[src/rtl/addsub_rr_scheduler.sv]
// ---------------------------------------------------------------------------
// addsub_rr_scheduler
//
// Lets two requesters share one combinational WIDTH-bit adder/subtractor.
// One operation is in flight at a time. When the block is idle it picks a
// requester round-robin and latches that requester's operands onto the
// datapath. It holds them there for SETTLE cycles, then captures the
// datapath's {cout,s}. The captured result is returned on the winner's
// response channel and held until the requester takes it.
//
// Parameters
//   WIDTH   operand / result width (datapath returns WIDTH+1 bits)
//   SETTLE  cycles the operands are held on dp_* before capture (>= 1)
//
// Ports
//   clk, rst_n                rising-edge clock, async active-low reset
//   req{0,1}_valid / _ready   operation request handshake
//   req{0,1}_a / _b           operands
//   req{0,1}_op               0 = add, 1 = subtract (larger minus smaller)
//   resp{0,1}_valid / _ready  result handshake, one channel per requester
//   resp_s, resp_cout         captured result, shared by both channels
//   dp_a, dp_b, dp_ctrl       operands / op select to the shared datapath
//   dp_s, dp_cout             result returned by the shared datapath
// ---------------------------------------------------------------------------
module addsub_rr_scheduler #(
    parameter int WIDTH  = 4,
    parameter int SETTLE = 1
) (
    input  logic             clk,
    input  logic             rst_n,

    input  logic             req0_valid,
    output logic             req0_ready,
    input  logic [WIDTH-1:0] req0_a,
    input  logic [WIDTH-1:0] req0_b,
    input  logic             req0_op,

    input  logic             req1_valid,
    output logic             req1_ready,
    input  logic [WIDTH-1:0] req1_a,
    input  logic [WIDTH-1:0] req1_b,
    input  logic             req1_op,

    output logic             resp0_valid,
    input  logic             resp0_ready,
    output logic             resp1_valid,
    input  logic             resp1_ready,
    output logic [WIDTH-1:0] resp_s,
    output logic             resp_cout,

    output logic [WIDTH-1:0] dp_a,
    output logic [WIDTH-1:0] dp_b,
    output logic             dp_ctrl,
    input  logic [WIDTH-1:0] dp_s,
    input  logic             dp_cout
);

    // The settle counter needs at least one bit even when SETTLE == 1.
    localparam int               CNT_W    = (SETTLE > 1) ? $clog2(SETTLE) : 1;
    localparam logic [CNT_W-1:0] CNT_LOAD = CNT_W'(SETTLE - 1);

    typedef enum logic [1:0] {
        IDLE,
        ISSUE,
        RESP
    } state_t;

    state_t           state;
    state_t           state_next;
    logic             last_grant;
    logic             grant_id;
    logic [CNT_W-1:0] cnt;

    logic             any_req;
    logic             grant_sel;
    logic             accept;
    logic             capture;
    logic             resp_done;

    // Round-robin pick. When both requesters are asking, the one that did not
    // win last time gets the grant. A lone requester always wins.
    always_comb begin
        any_req   = req0_valid | req1_valid;
        grant_sel = 1'b0;
        if (req0_valid && req1_valid) begin
            grant_sel = ~last_grant;
        end else begin
            grant_sel = req1_valid;
        end
    end

    // Handshake and control decodes. Ready is offered only in IDLE, and only
    // to the requester that would win the grant this cycle.
    always_comb begin
        req0_ready  = (state == IDLE) && any_req && !grant_sel;
        req1_ready  = (state == IDLE) && any_req &&  grant_sel;
        accept      = (req0_valid && req0_ready) || (req1_valid && req1_ready);
        capture     = (state == ISSUE) && (cnt == '0);
        resp0_valid = (state == RESP) && !grant_id;
        resp1_valid = (state == RESP) &&  grant_id;
        resp_done   = (state == RESP) && (grant_id ? resp1_ready : resp0_ready);
    end

    // Next-state logic: IDLE -> ISSUE on accept, ISSUE -> RESP on the final
    // settle cycle, and RESP -> IDLE once the winner takes the result.
    always_comb begin
        state_next = state;
        unique case (state)
            IDLE: begin
                if (accept) begin
                    state_next = ISSUE;
                end
            end
            ISSUE: begin
                if (capture) begin
                    state_next = RESP;
                end
            end
            RESP: begin
                if (resp_done) begin
                    state_next = IDLE;
                end
            end
            default: state_next = IDLE;
        endcase
    end

    // State register, grant bookkeeping and settle counter.
    // last_grant resets to 1 so that requester 0 wins the first tie.
    always_ff @(posedge clk or negedge rst_n) begin
        if (!rst_n) begin
            state      <= IDLE;
            last_grant <= 1'b1;
            grant_id   <= 1'b0;
            cnt        <= '0;
        end else begin
            state <= state_next;
            if (accept) begin
                grant_id   <= grant_sel;
                last_grant <= grant_sel;
                cnt        <= CNT_LOAD;
            end else if ((state == ISSUE) && (cnt != '0)) begin
                cnt <= cnt - CNT_W'(1);
            end
        end
    end

    // Datapath operand registers. They load only on an accepted request, so
    // the shared adder never sees unlatched requester inputs. They also keep
    // their last value between operations instead of toggling.
    always_ff @(posedge clk or negedge rst_n) begin
        if (!rst_n) begin
            dp_a    <= '0;
            dp_b    <= '0;
            dp_ctrl <= 1'b0;
        end else if (accept) begin
            dp_a    <= grant_sel ? req1_a  : req0_a;
            dp_b    <= grant_sel ? req1_b  : req0_b;
            dp_ctrl <= grant_sel ? req1_op : req0_op;
        end
    end

    // Result capture on the last ISSUE cycle. The result stays stable through
    // RESP and until the next operation completes.
    always_ff @(posedge clk or negedge rst_n) begin
        if (!rst_n) begin
            resp_s    <= '0;
            resp_cout <= 1'b0;
        end else if (capture) begin
            resp_s    <= dp_s;
            resp_cout <= dp_cout;
        end
    end

endmodule
[config.mk]
export PLATFORM = sky130hd
export DESIGN_NAME = addsub_rr_scheduler
export DESIGN_NICKNAME = d
export VERILOG_FILES = /design/src/rtl/addsub_rr_scheduler.sv
export SDC_FILE = /design/constraint.sdc
export NUM_CORES = 1
export LEC_CHECK = 0
export BUFFER_PORTS_ARGS = -buffer_cell sky130_fd_sc_hd__buf_2
export CAP_MARGIN = 10
export CORE_MARGIN = 1
export CORE_UTILIZATION = 39
export CTS_CLUSTER_DIAMETER = 80
export DETAILED_ROUTE_END_ITERATION = 8
export GPL_TIMING_DRIVEN = 0
export MAX_ROUTING_LAYER = met4
export PLACE_DENSITY_LB_ADDON = 0.05
export SYNTH_ARGS = -nofsm -noshare
export SYNTH_HDL_FRONTEND = slang
export SYNTH_SLANG_ARGS = --single-unit
[constraint.sdc]
create_clock -name clk -period 1.4 [get_ports clk]
set_input_delay 0 -clock clk [delete_from_list [all_inputs] [get_ports clk]]
set_output_delay 0 -clock clk [all_outputs]
set_load 0.03 [all_outputs]
# Word-level counts from Yosys, hierarchy flattened
# Cells that the tools add are included.
# op_classes
magnitude_cmp	0
n_reduce_logical	17
add_sub_neg	1
muxes	11
n_div	0
n_shift	0
n_mul	0
bitwise	3
eq_ne	5
# op_table
op	count
$logic_and 1x1->1	11
$mux 4	2
$mux 2	3
$ne 2x2->1 const B	3
$pmux 2 s3	1
$mux 1	5
$reduce_and 3->1	1
$eq 2x1->1 const B	1
$eq 2x2->1 const B	1
$logic_not 1->1	2
$logic_not 2->1	1
$not 1->1	2
$reduce_bool 2->1	1
$logic_or 1x1->1	1
$or 1x1->1	1
$sub 1x1->1 const B	1
# word_totals
mem_bits_rw	0
romBits	0
word_cells	46
mem_count	0
latchBits	0
regBits	19

# Longest topological paths before layout
# Gate-level depths: netlist of the first run.
# logic_depth
word_depth	8
mapped_depth	4
mapped_depth_nobuf	3

# Worst setup path after synthesis of the first run
# No wires, ideal clock.
# synth_timing
path_type	reg-to-reg
start	reg last_grant
end	reg grant_id
arrival_time_ns	1.565
path_slack_ns	-0.245
stages_incl_launch_ff	5
cell_sequence	dfstp_2 > a21bo_1 > buf_6 > nor3_1 > o21bai_1
# synth_lines
element	line	rtl
start, declared	70	logic last_grant;
start signal, assigned	140	last_grant <= grant_sel;
$not 1->1	86	grant_sel = ~last_grant;
$mux 1	85	if (req0_valid && req1_valid) begin
$logic_and 1x1->1	96	req1_ready = (state == IDLE) && any_req && grant_sel;
named net req1_ready	39	output logic req1_ready,
$logic_and 1x1->1	97	accept = (req0_valid && req0_ready) || (req1_valid && req1_ready);
$logic_or 1x1->1	97	
end signal, assigned	139	grant_id <= grant_sel;
end, declared	71	logic grant_id;
# The timed path passes the listed nets, and every way through them passes these cells.
# A chain may end at the register's enable or synchronous reset.

# Worst setup path in the final report of the first run
# layout_timing
start	reg last_grant
end	reg dp_ctrl
# layout_between
elab_chain_cells	6
# layout_rtl
element	line	rtl
$not 1->1 *	86	
$mux 1 *	85	
$logic_not 1->1	95	req0_ready = (state == IDLE) && any_req && !grant_sel;
$logic_and 1x1->1	95	
$logic_and 1x1->1	97	
$logic_or 1x1->1	97	
end signal, assigned	159	dp_ctrl <= grant_sel ? req1_op : req0_op;
end, declared	53	output logic dp_ctrl,
# Mark *: on every way between the ends. The rest lies on a longest branch, timed or not.

==> flow_summary.json, run 1 <==
{
  "fp-row-count": 17,
  "hold_path_end": "dp_a[0]$_DFFE_PN0P_",
  "root_buffer": "clkbuf_4",
  "synth_area_um2": 911,
  "reg2reg_depth": 4,
  "arrival_ns": 1.70,
  "r2r_end": "dp_ctrl$_DFFE_PN0P_",
  "drv_cap": 0,
  "n_antenna_cell": 0,
  "fillers": 187,
  "fin_util": 0.631,
  "stdcell_count": 154,
  "synth_seq_area_share": 0.523,
  "viasPerCell": 4.76,
  "die_y_um": 50.3,
  "crit_path_start_kind": "flop",
  "place_area_um2": 1180,
  "synth_nets": 93,
  "dieArea_um2": 2530,
  "synthTopCellsByArea": "dfrtp_1, mux2_2, mux2_4",
  "nets": 156,
  "dr.pass1.iters": 4,
  "cp_max_fo": 5,
  "dp.cells": 138,
  "internal_power_mw": 1.70,
  "port_buffers": 46,
  "drc": 0,
  "finalHoldViolations": 0,
  "syn_inst": 64,
  "failed_checks": "negative setup slack",
  "ios": 47,
  "power.total_mw": 2.97,
  "fin_worst_skew_ns": 0.00694,
  "htreeDepth": 1,
  "grt_usage": 0.162,
  "status": "complete, but fails checks",
  "post_drt_wl_per_cell_um": 12.4,
  "p_seq_frac": 0.340,
  "switching_power_mw": 1.27,
  "gp_congestion": 0.645,
  "p_clk_frac": 0.096,
  "die_width_um": 50.3,
  "start_util": 0.412,
  "dr.first_iter.drc_count": 2,
  "yosys.area.top_type": "dfrtp_1",
  "cts_tree": "built",
  "max_slew.worst_pin.slew_ns": 0.417,
  "num_vias": 733,
  "vdd.ir_drop.worst_v": 0.00118,
  "end_kind": "flop",
  "cts.path.max_buffers": 2,
  "insertion_delay_ns": 0.30,
  "numCtsBuffers": 3,
  "drv_slew": 0,
  "finalSetupViolCount": 11,
  "grt_antenna_before_repair": 0,
  "worstReg2RegStart": "last_grant$_DFFE_PN1P_",
  "cts_sinks": 19,
  "required_ns": 1.59,
  "final_area_um2": 1400,
  "min-delay-start": "req1_a[0]",
  "relSlewSlack": 0.722,
  "hold_class": "primary input to flop",
  "synth_seq_cells": 19,
  "coreArea_um2": 2210,
  "grt_max_degree": 20,
  "worst_slack_ns": -0.106,
  "avgSynthCellArea_um2": 14.2,
  "fin_crit_sh": 1.08,
  "reg2reg_slack_ns": -0.11,
  "rsz0062_at_grt": "yes",
  "holdWs_ns": 0.0505,
  "wirelength_mm": 1.91,
  "swShare": 0.428,
  "grt_pass1_vias": 689,
  "grt_overflow": 0,
  "area_growth_pct": 53.2,
  "fmax_mhz": 664,
  "ant_nets": 0,
  "hold_depth": 3,
  "cts.clk_slew.worst_paths_ns": 0.12,
  "criticalPathCategory": "flop to flop",
  "yosysWarnings": 0,
  "final_cell_mix": "buf_2, dfrtp_1, mux2_2, mux2_4, dlygate4sd3_1",
  "ys_types": 22,
  "power_density_nw_per_um2": 2130,
  "p_leak_nw": 0.693,
  "place_hpwl_mm": 1.24,
  "grt_pass1_wl_mm": 2.88,
  "power_frac_comb": 0.564,
  "period_minus_slack_ns": 1.51,
  "layout-drive-gt1-share": 0.698,
  "synth_top_area_frac": 0.495,
  "final_common_cell": "buf_2"
}
worst max path at each step:
stage	from	endpoint	slack (ns)	cells past startpoint
floorplan	last_grant$_DFFE_PN1P_	dp_a[3]$_DFFE_PN0P_	-0.05	4
global placement	last_grant$_DFFE_PN1P_	dp_b[2]$_DFFE_PN0P_	-0.11	4
detailed placement	last_grant$_DFFE_PN1P_	dp_b[2]$_DFFE_PN0P_	-0.12	4
CTS	last_grant$_DFFE_PN1P_	dp_a[1]$_DFFE_PN0P_	-0.12	4
global route	state[0]$_DFFE_PN0P_	dp_a[1]$_DFFE_PN0P_	-0.15	4
finish	last_grant$_DFFE_PN1P_	dp_ctrl$_DFFE_PN0P_	-0.11	4
cell type report:
type / instances / area (um2) / area share
Clock inverter: 1 / 7.51 / 0.00538
Tap cell: 28 / 35.0 / 0.0251
Timing Repair Buffer: 58 / 377 / 0.270
Buffer: 2 / 22.5 / 0.0161
Sequential cell: 19 / 479 / 0.343
Clock buffer: 3 / 22.5 / 0.0161
Inverter: 2 / 7.51 / 0.00538
Multi-Input combinational cell: 41 / 444 / 0.318
cells by family (layout without fill, tap and decap cells):
| kind of cell | count (synthesis) | in the layout | synth area share |
|---|---|---|---|
| DFF | 19 | 19 | 0.523 |
| AOI/OAI and AO/OA | 6 | 6 | 0.0467 |
| muxes | 24 | 24 | 0.332 |
| buffers and inverters | 4 | 66 | 0.0261 |
| and+or+nand+nor | 11 | 11 | 0.0714 |
sequential cells by signal, summed over array words and instances (netlist names):
signal      cells
dp_a            4
grant_id        1
cnt             1
resp_s          4
dp_ctrl         1
state           2
dp_b            4
last_grant      1
resp_cout       1
power groups by stage:
stage          registers, mW  logic, mW  clock network [mW]
2_1_floorplan           1.41      0.678                   0
3_3_place_gp           0.982       1.47                   0
3_5_place_dp           0.994       1.49                   0
4_1_cts                0.982       1.60               0.304
5_1_grt                 1.05       1.79               0.325
6_report                1.01       1.67               0.284
metal layers:
layer	track usage	part of all wire	up-vias	wire length [um]
met4	0.0694	0.014	0	26
met2	0.273	0.51	26	977
met1	0.180	0.42	351	795
li1	-	-	352	-
met5	-	0	-	0
met3	0.0394	0.056	4	106
through the flow:
stage | setup WS, ns | setup TNS (ns)
after global placement | -0.110 | -0.943
after CTS | -0.120 | -1.09
after global routing | -0.150 | -1.36
after detailed placement | -0.118 | -0.966
after floorplan | -0.0495 | -0.445
final | -0.106 | -0.940
synthesized netlist by cell type:
master and instances:
nand2b_1 1, nor3b_1 2, nor3_1 1, inv_1 2
buf_2 1, mux2_4 9, mux2_2 14, and3b_1 1
mux2i_1 1, nor2_2 1, a22o_1 1, o22ai_1 1
o21ai_0 2, buf_6 1, dfrtp_1 18, and3_1 1
nor2_1 1, a21bo_1 1, o21bai_1 1, nand2_1 2
nor2b_1 1, dfstp_2 1
critical path, stage by stage (launching register included):
cell and delay, ns:
dfstp_2 0.56, a21bo_4 0.16, buf_8 0.13, mux2_4 0.29
mux2_2 0.26
repair_timing:
| item | 4_1_cts | 5_1_grt |
|---|---|---|
| pin swaps | 1 | 2 |
| hold buffers | 8 | 0 |
| setup endpoints to repair | 11 | 18 |
| setup buffers | 2 | 1 |
| gates cloned | 1 | 0 |
| endpoints found under the hold margin | 25 | 0 |
| resized for setup | 8 | 10 |
Note: power is estimated with default switching activity, not from simulation.
==> run 2, diff against run 1 <==
Settings changed: MAX_ROUTING_LAYER met4 to default, SKIP_CTS_REPAIR_TIMING from default to 1.
Clock period 1.4 ns to 1.29 ns, I/O delays scaled along.
==> run 2 against run 1 <==
- the run still ends with negative setup slack left
- largest power group unchanged
- combinational power rose by 17%
- critical endpoint is now dp_b[3]$_DFFE_PN0P_
- wire length fell by 0.47%
- sequential share of layout area fell by 0.96 points
- clock power rose by 7.7%
- highest routed layer unchanged
==> flow_summary.json, run 2 (synthesis gave the netlist of run 1 again) <==
{
  "tns_ns": -2.10,
  "cts_tree": "built",
  "drv_slew": 0,
  "fin_worst_skew_ns": 0.0125,
  "multi_input_area_um2": 474,
  "start_util": 0.412,
  "relSlewSlack": 0.717,
  "period_minus_slack_ns": 1.52,
  "fmax_mhz": 657,
  "grt_pass1_wl_mm": 2.59,
  "hold_depth": 3,
  "finalHoldViolations": 0,
  "numCtsBuffers": 3,
  "worstReg2RegStart": "last_grant$_DFFE_PN1P_",
  "place_hpwl_mm": 1.24,
  "viasPerCell": 4.71,
  "status": "complete, but fails checks",
  "p_leak_nw": 0.727,
  "root_buffer": "clkbuf_4",
  "hold_path_end": "last_grant$_DFFE_PN1P_",
  "drc": 0,
  "nets": 158,
  "largestRegisters": "dp_a: 4 flops, dp_b: 4 flops, resp_s: 4 flops",
  "port_buffers": 46,
  "fillers": 182,
  "min-delay-start": "req0_valid",
  "die_y_um": 50.3,
  "htreeDepth": 1,
  "dieArea_um2": 2530,
  "grt_overflow": 0,
  "layout-drive-gt1-share": 0.727,
  "criticalPathCategory": "flop to flop",
  "power_density_nw_per_um2": 2350,
  "cp_max_fo": 5,
  "die_width_um": 50.3,
  "cts_sinks": 19,
  "reg2reg_depth": 4,
  "fin_crit_sh": 1.18,
  "seq_area_um2": 479,
  "area_growth_pct": 57.6,
  "worst_slack_ns": -0.231,
  "drv_cap": 0,
  "final_common_cell": "buf_2",
  "crit_path_start_kind": "flop",
  "place_area_um2": 1180,
  "final_cell_mix": "buf_2, dfrtp_1, mux2_4, mux2_2",
  "final_area_um2": 1440,
  "wirelength_mm": 1.90,
  "grt_max_degree": 20,
  "insertion_delay_ns": 0.30,
  "failed_checks": "negative setup slack",
  "ant_nets": 0,
  "max_slew.worst_pin.slew_ns": 0.425,
  "vdd.ir_drop.worst_v": 0.00137,
  "reg2reg_slack_ns": -0.23,
  "end_kind": "flop",
  "grt_usage": 0.141,
  "ios": 47,
  "arrival_ns": 1.71,
  "required_ns": 1.47,
  "dp_slack_ns": -0.228,
  "cts.clk_slew.worst_paths_ns": 0.10,
  "dr.pass1.iters": 4,
  "cts.path.max_buffers": 2,
  "hold_class": "primary input to flop",
  "rsz0062_at_grt": "yes",
  "num_vias": 735,
  "r2r_end": "dp_b[3]$_DFFE_PN0P_",
  "power.total_mw": 3.37,
  "finalSetupViolCount": 12,
  "n_antenna_cell": 0,
  "fp-row-count": 17,
  "gp_congestion": 0.639,
  "post_drt_wl_per_cell_um": 12.2,
  "coreArea_um2": 2210,
  "grt_pass1_vias": 638,
  "dr.first_iter.drc_count": 4,
  "grt_antenna_before_repair": 0
}
==> run 2: layout make-up <==
class | count | area share
clock inverters | 1 | 0.00523
flip-flops and latches | 19 | 0.334
clock buffers | 3 | 0.0157
well taps | 28 | 0.0244
inverters | 2 | 0.00523
plain buffers | 2 | 0.0157
repair buffers | 60 | 0.269
multi-input cells | 41 | 0.330
==> run 2: layer usage <==
| metal | vias up | global-route usage | share of wire |
|---|---|---|---|
| met3 | 2 | 0.0394 | 0.055 |
| met5 | - | 0 | 0 |
| met4 | 0 | 0.0694 | 0.0069 |
| met1 | 353 | 0.170 | 0.46 |
| li1 | 354 | - | - |
| met2 | 26 | 0.229 | 0.48 |
==> run 2: worst max path at each step <==
| stage | slack [ns] | cells after the start | end | from |
|---|---|---|---|---|
| after global placement | -0.22 | 4 | dp_b[2]$_DFFE_PN0P_ | last_grant$_DFFE_PN1P_ |
| final | -0.23 | 4 | dp_b[3]$_DFFE_PN0P_ | last_grant$_DFFE_PN1P_ |
| after detailed placement | -0.23 | 4 | dp_b[2]$_DFFE_PN0P_ | last_grant$_DFFE_PN1P_ |
| after global routing | -0.25 | 4 | dp_b[3]$_DFFE_PN0P_ | last_grant$_DFFE_PN1P_ |
| after floorplan | -0.16 | 4 | dp_a[3]$_DFFE_PN0P_ | last_grant$_DFFE_PN1P_ |
| after CTS | -0.24 | 4 | dp_a[1]$_DFFE_PN0P_ | last_grant$_DFFE_PN1P_ |
==> run 2: through the flow <==
stage | hold WS, ns | cells | utilization
2_1_floorplan | -0.296 | 64 | -
3_3_place_gp | -0.0343 | 138 | 0.534
3_5_place_dp | -0.0388 | 138 | 0.534
4_1_cts | -0.385 | 142 | 0.548
5_1_grt | 0.0279 | 156 | 0.649
6_report | 0.0478 | 156 | 0.649
==> run 2: where the power goes <==
part           switching (mW)  internal [mW]  total (mW)
clock network           0.189          0.118       0.306
registers               0.202          0.902        1.10
logic                    1.02          0.940        1.96
total                    1.41           1.96        3.37
==> run 2: worst max-delay path, stage by stage, from the launching register on <==
cell,delay (ns)
dfstp_2,0.57
a21bo_4,0.15
clkbuf_16,0.15
mux2_4,0.29
mux2_2,0.25
==> run 3, diff against run 2 <==
Settings changed: PLACE_DENSITY from default to 0.73, PLACE_DENSITY_LB_ADDON 0.05 to default.
==> run 3 against run 2 <==
- largest power group unchanged
- critical endpoint is now dp_a[2]$_DFFE_PN0P_
- design area is 3.7% lower
- worst setup slack improved by 0.023 ns
- worst hold slack lost 0.045 ns
- sequential share of layout area grew 1.3 points
- register-to-register slack improved by 0.02 ns
- the run still ends with negative setup slack left
- highest routed layer unchanged
- non-clock buffer count shrank 5
==> flow_summary.json, run 3 (synthesis gave the netlist of run 1 again) <==
{
  "ant_nets": 0,
  "viasPerCell": 4.89,
  "hold_depth": 4,
  "grt_pass1_wl_mm": 2.54,
  "fillers": 191,
  "die_width_um": 50.3,
  "gp_congestion": 0.653,
  "place_area_um2": 1180,
  "cts.clk_slew.worst_paths_ns": 0.10,
  "power_density_nw_per_um2": 2360,
  "finalSetupViolCount": 16,
  "worstReg2RegStart": "last_grant$_DFFE_PN1P_",
  "path_buf_inv": 1,
  "grt_overflow": 0,
  "hold_class": "primary input to flop",
  "drv_slew": 0,
  "grt_antenna_before_repair": 0,
  "port_buffers": 46,
  "drc": 0,
  "grt_max_degree": 20,
  "layout-drive-gt1-share": 0.715,
  "area_growth_pct": 51.8,
  "dieArea_um2": 2530,
  "nets": 153,
  "p_leak_nw": 0.705,
  "final_common_cell": "buf_2",
  "reg2reg_slack_ns": -0.21,
  "insertion_delay_ns": 0.29,
  "status": "complete, but fails checks",
  "largestRegisters": "dp_a: 4 flops, dp_b: 4 flops, resp_s: 4 flops",
  "cts_tree": "built",
  "reg2reg_depth": 4,
  "fin_util": 0.625,
  "dr.pass1.iters": 4,
  "post_drt_wl_per_cell_um": 12.3,
  "fp-row-count": 17,
  "arrival_ns": 1.68,
  "power.total_mw": 3.26,
  "required_ns": 1.48,
  "failed_checks": "negative setup slack",
  "cp_cell_sequence": "a21bo_4, clkbuf_16, mux2_4, mux2_2",
  "rsz0062_at_grt": "yes",
  "wirelength_mm": 1.86,
  "start_util": 0.412,
  "slowest_stage": "dfstp_2",
  "grt_usage": 0.138,
  "dr.first_iter.drc_count": 1,
  "vdd.ir_drop.worst_v": 0.00152,
  "fin_worst_skew_ns": 0.00298,
  "cts_sinks": 19,
  "max_slew.worst_pin.slew_ns": 0.404,
  "r2r_end": "dp_a[2]$_DFFE_PN0P_",
  "cp_top_family": "flip-flops",
  "ios": 47,
  "drv_cap": 0,
  "htreeDepth": 1,
  "num_vias": 739,
  "cp.depth": 4,
  "cts.path.max_buffers": 2,
  "crit_path_start_kind": "flop",
  "finalHoldViolations": 0,
  "grt_pass1_vias": 643,
  "numCtsBuffers": 3,
  "worst_slack_ns": -0.208,
  "cp_max_fo": 5,
  "end_kind": "flop",
  "place_hpwl_mm": 1.27,
  "fmax_mhz": 667,
  "final_area_um2": 1380,
  "relSlewSlack": 0.730,
  "hold_path_end": "state[1]$_DFFE_PN0P_",
  "slowest_delay_ns": 0.55,
  "fin_crit_sh": 1.16,
  "root_buffer": "clkbuf_4",
  "final_cell_mix": "buf_2, dfrtp_1, mux2_4, mux2_2",
  "n_antenna_cell": 0,
  "criticalPathCategory": "flop to flop",
  "dp_slack_ns": -0.224,
  "min-delay-start": "resp0_ready",
  "period_minus_slack_ns": 1.50,
  "coreArea_um2": 2210,
  "die_y_um": 50.3
}
run 3: power breakdown:
group | internal [mW] | total [mW] | switching (mW) | leakage, nW
registers | 0.902 | 1.10 | 0.201 | 0.222
logic | 0.874 | 1.87 | 0.995 | 0.466
clock network | 0.115 | 0.291 | 0.176 | 0.0177
total | 1.89 | 3.26 | 1.37 | 0.705
run 3: per-layer routing:
metal  GRT usage  routed length [um]  vias to the layer above
met4      0.0417                  10                        0
met5           0                   0                        -
li1            -                   -                      348
met3      0.0545                  87                        2
met2       0.264                1040                       27
met1       0.133                 726                      362
run 3: how the worst max path moves through the flow:
stage                      startpoint                   to  slack, ns
2_1_floorplan  last_grant$_DFFE_PN1P_  dp_a[3]$_DFFE_PN0P_      -0.16
3_3_place_gp   last_grant$_DFFE_PN1P_  dp_b[3]$_DFFE_PN0P_      -0.20
3_5_place_dp   last_grant$_DFFE_PN1P_  dp_b[2]$_DFFE_PN0P_      -0.22
4_1_cts        last_grant$_DFFE_PN1P_  dp_b[2]$_DFFE_PN0P_      -0.24
5_1_grt        last_grant$_DFFE_PN1P_  dp_a[0]$_DFFE_PN0P_      -0.24
6_report       last_grant$_DFFE_PN1P_  dp_a[2]$_DFFE_PN0P_      -0.21
run 3: area by class of cell:
cell class | count | area (um2) | area share
Clock buffer | 3 | 22.5 | 0.0163
Multi-Input combinational cell | 41 | 467 | 0.338
Inverter | 2 | 7.51 | 0.00543
Buffer | 2 | 22.5 | 0.0163
Tap cell | 28 | 35.0 | 0.0253
Clock inverter | 1 | 5.00 | 0.00362
Sequential cell | 19 | 479 | 0.347
Timing Repair Buffer | 55 | 344 | 0.249
run 3: tightest hold or removal path, stage by stage:
cell and delay, ns:
buf_2 0.07, mux2i_1 0.05, nand2_1 0.06, o22ai_1 0.07
run 3: per-stage QoR:
stage          TNS [ns]  hold slack [ns]  instances
2_1_floorplan     -1.49           -0.296         64
3_3_place_gp      -2.05          -0.0431        138
3_5_place_dp      -2.40          -0.0460        138
4_1_cts           -2.90           -0.372        142
5_1_grt           -2.74           0.0189        151
6_report          -2.02          0.00326        151
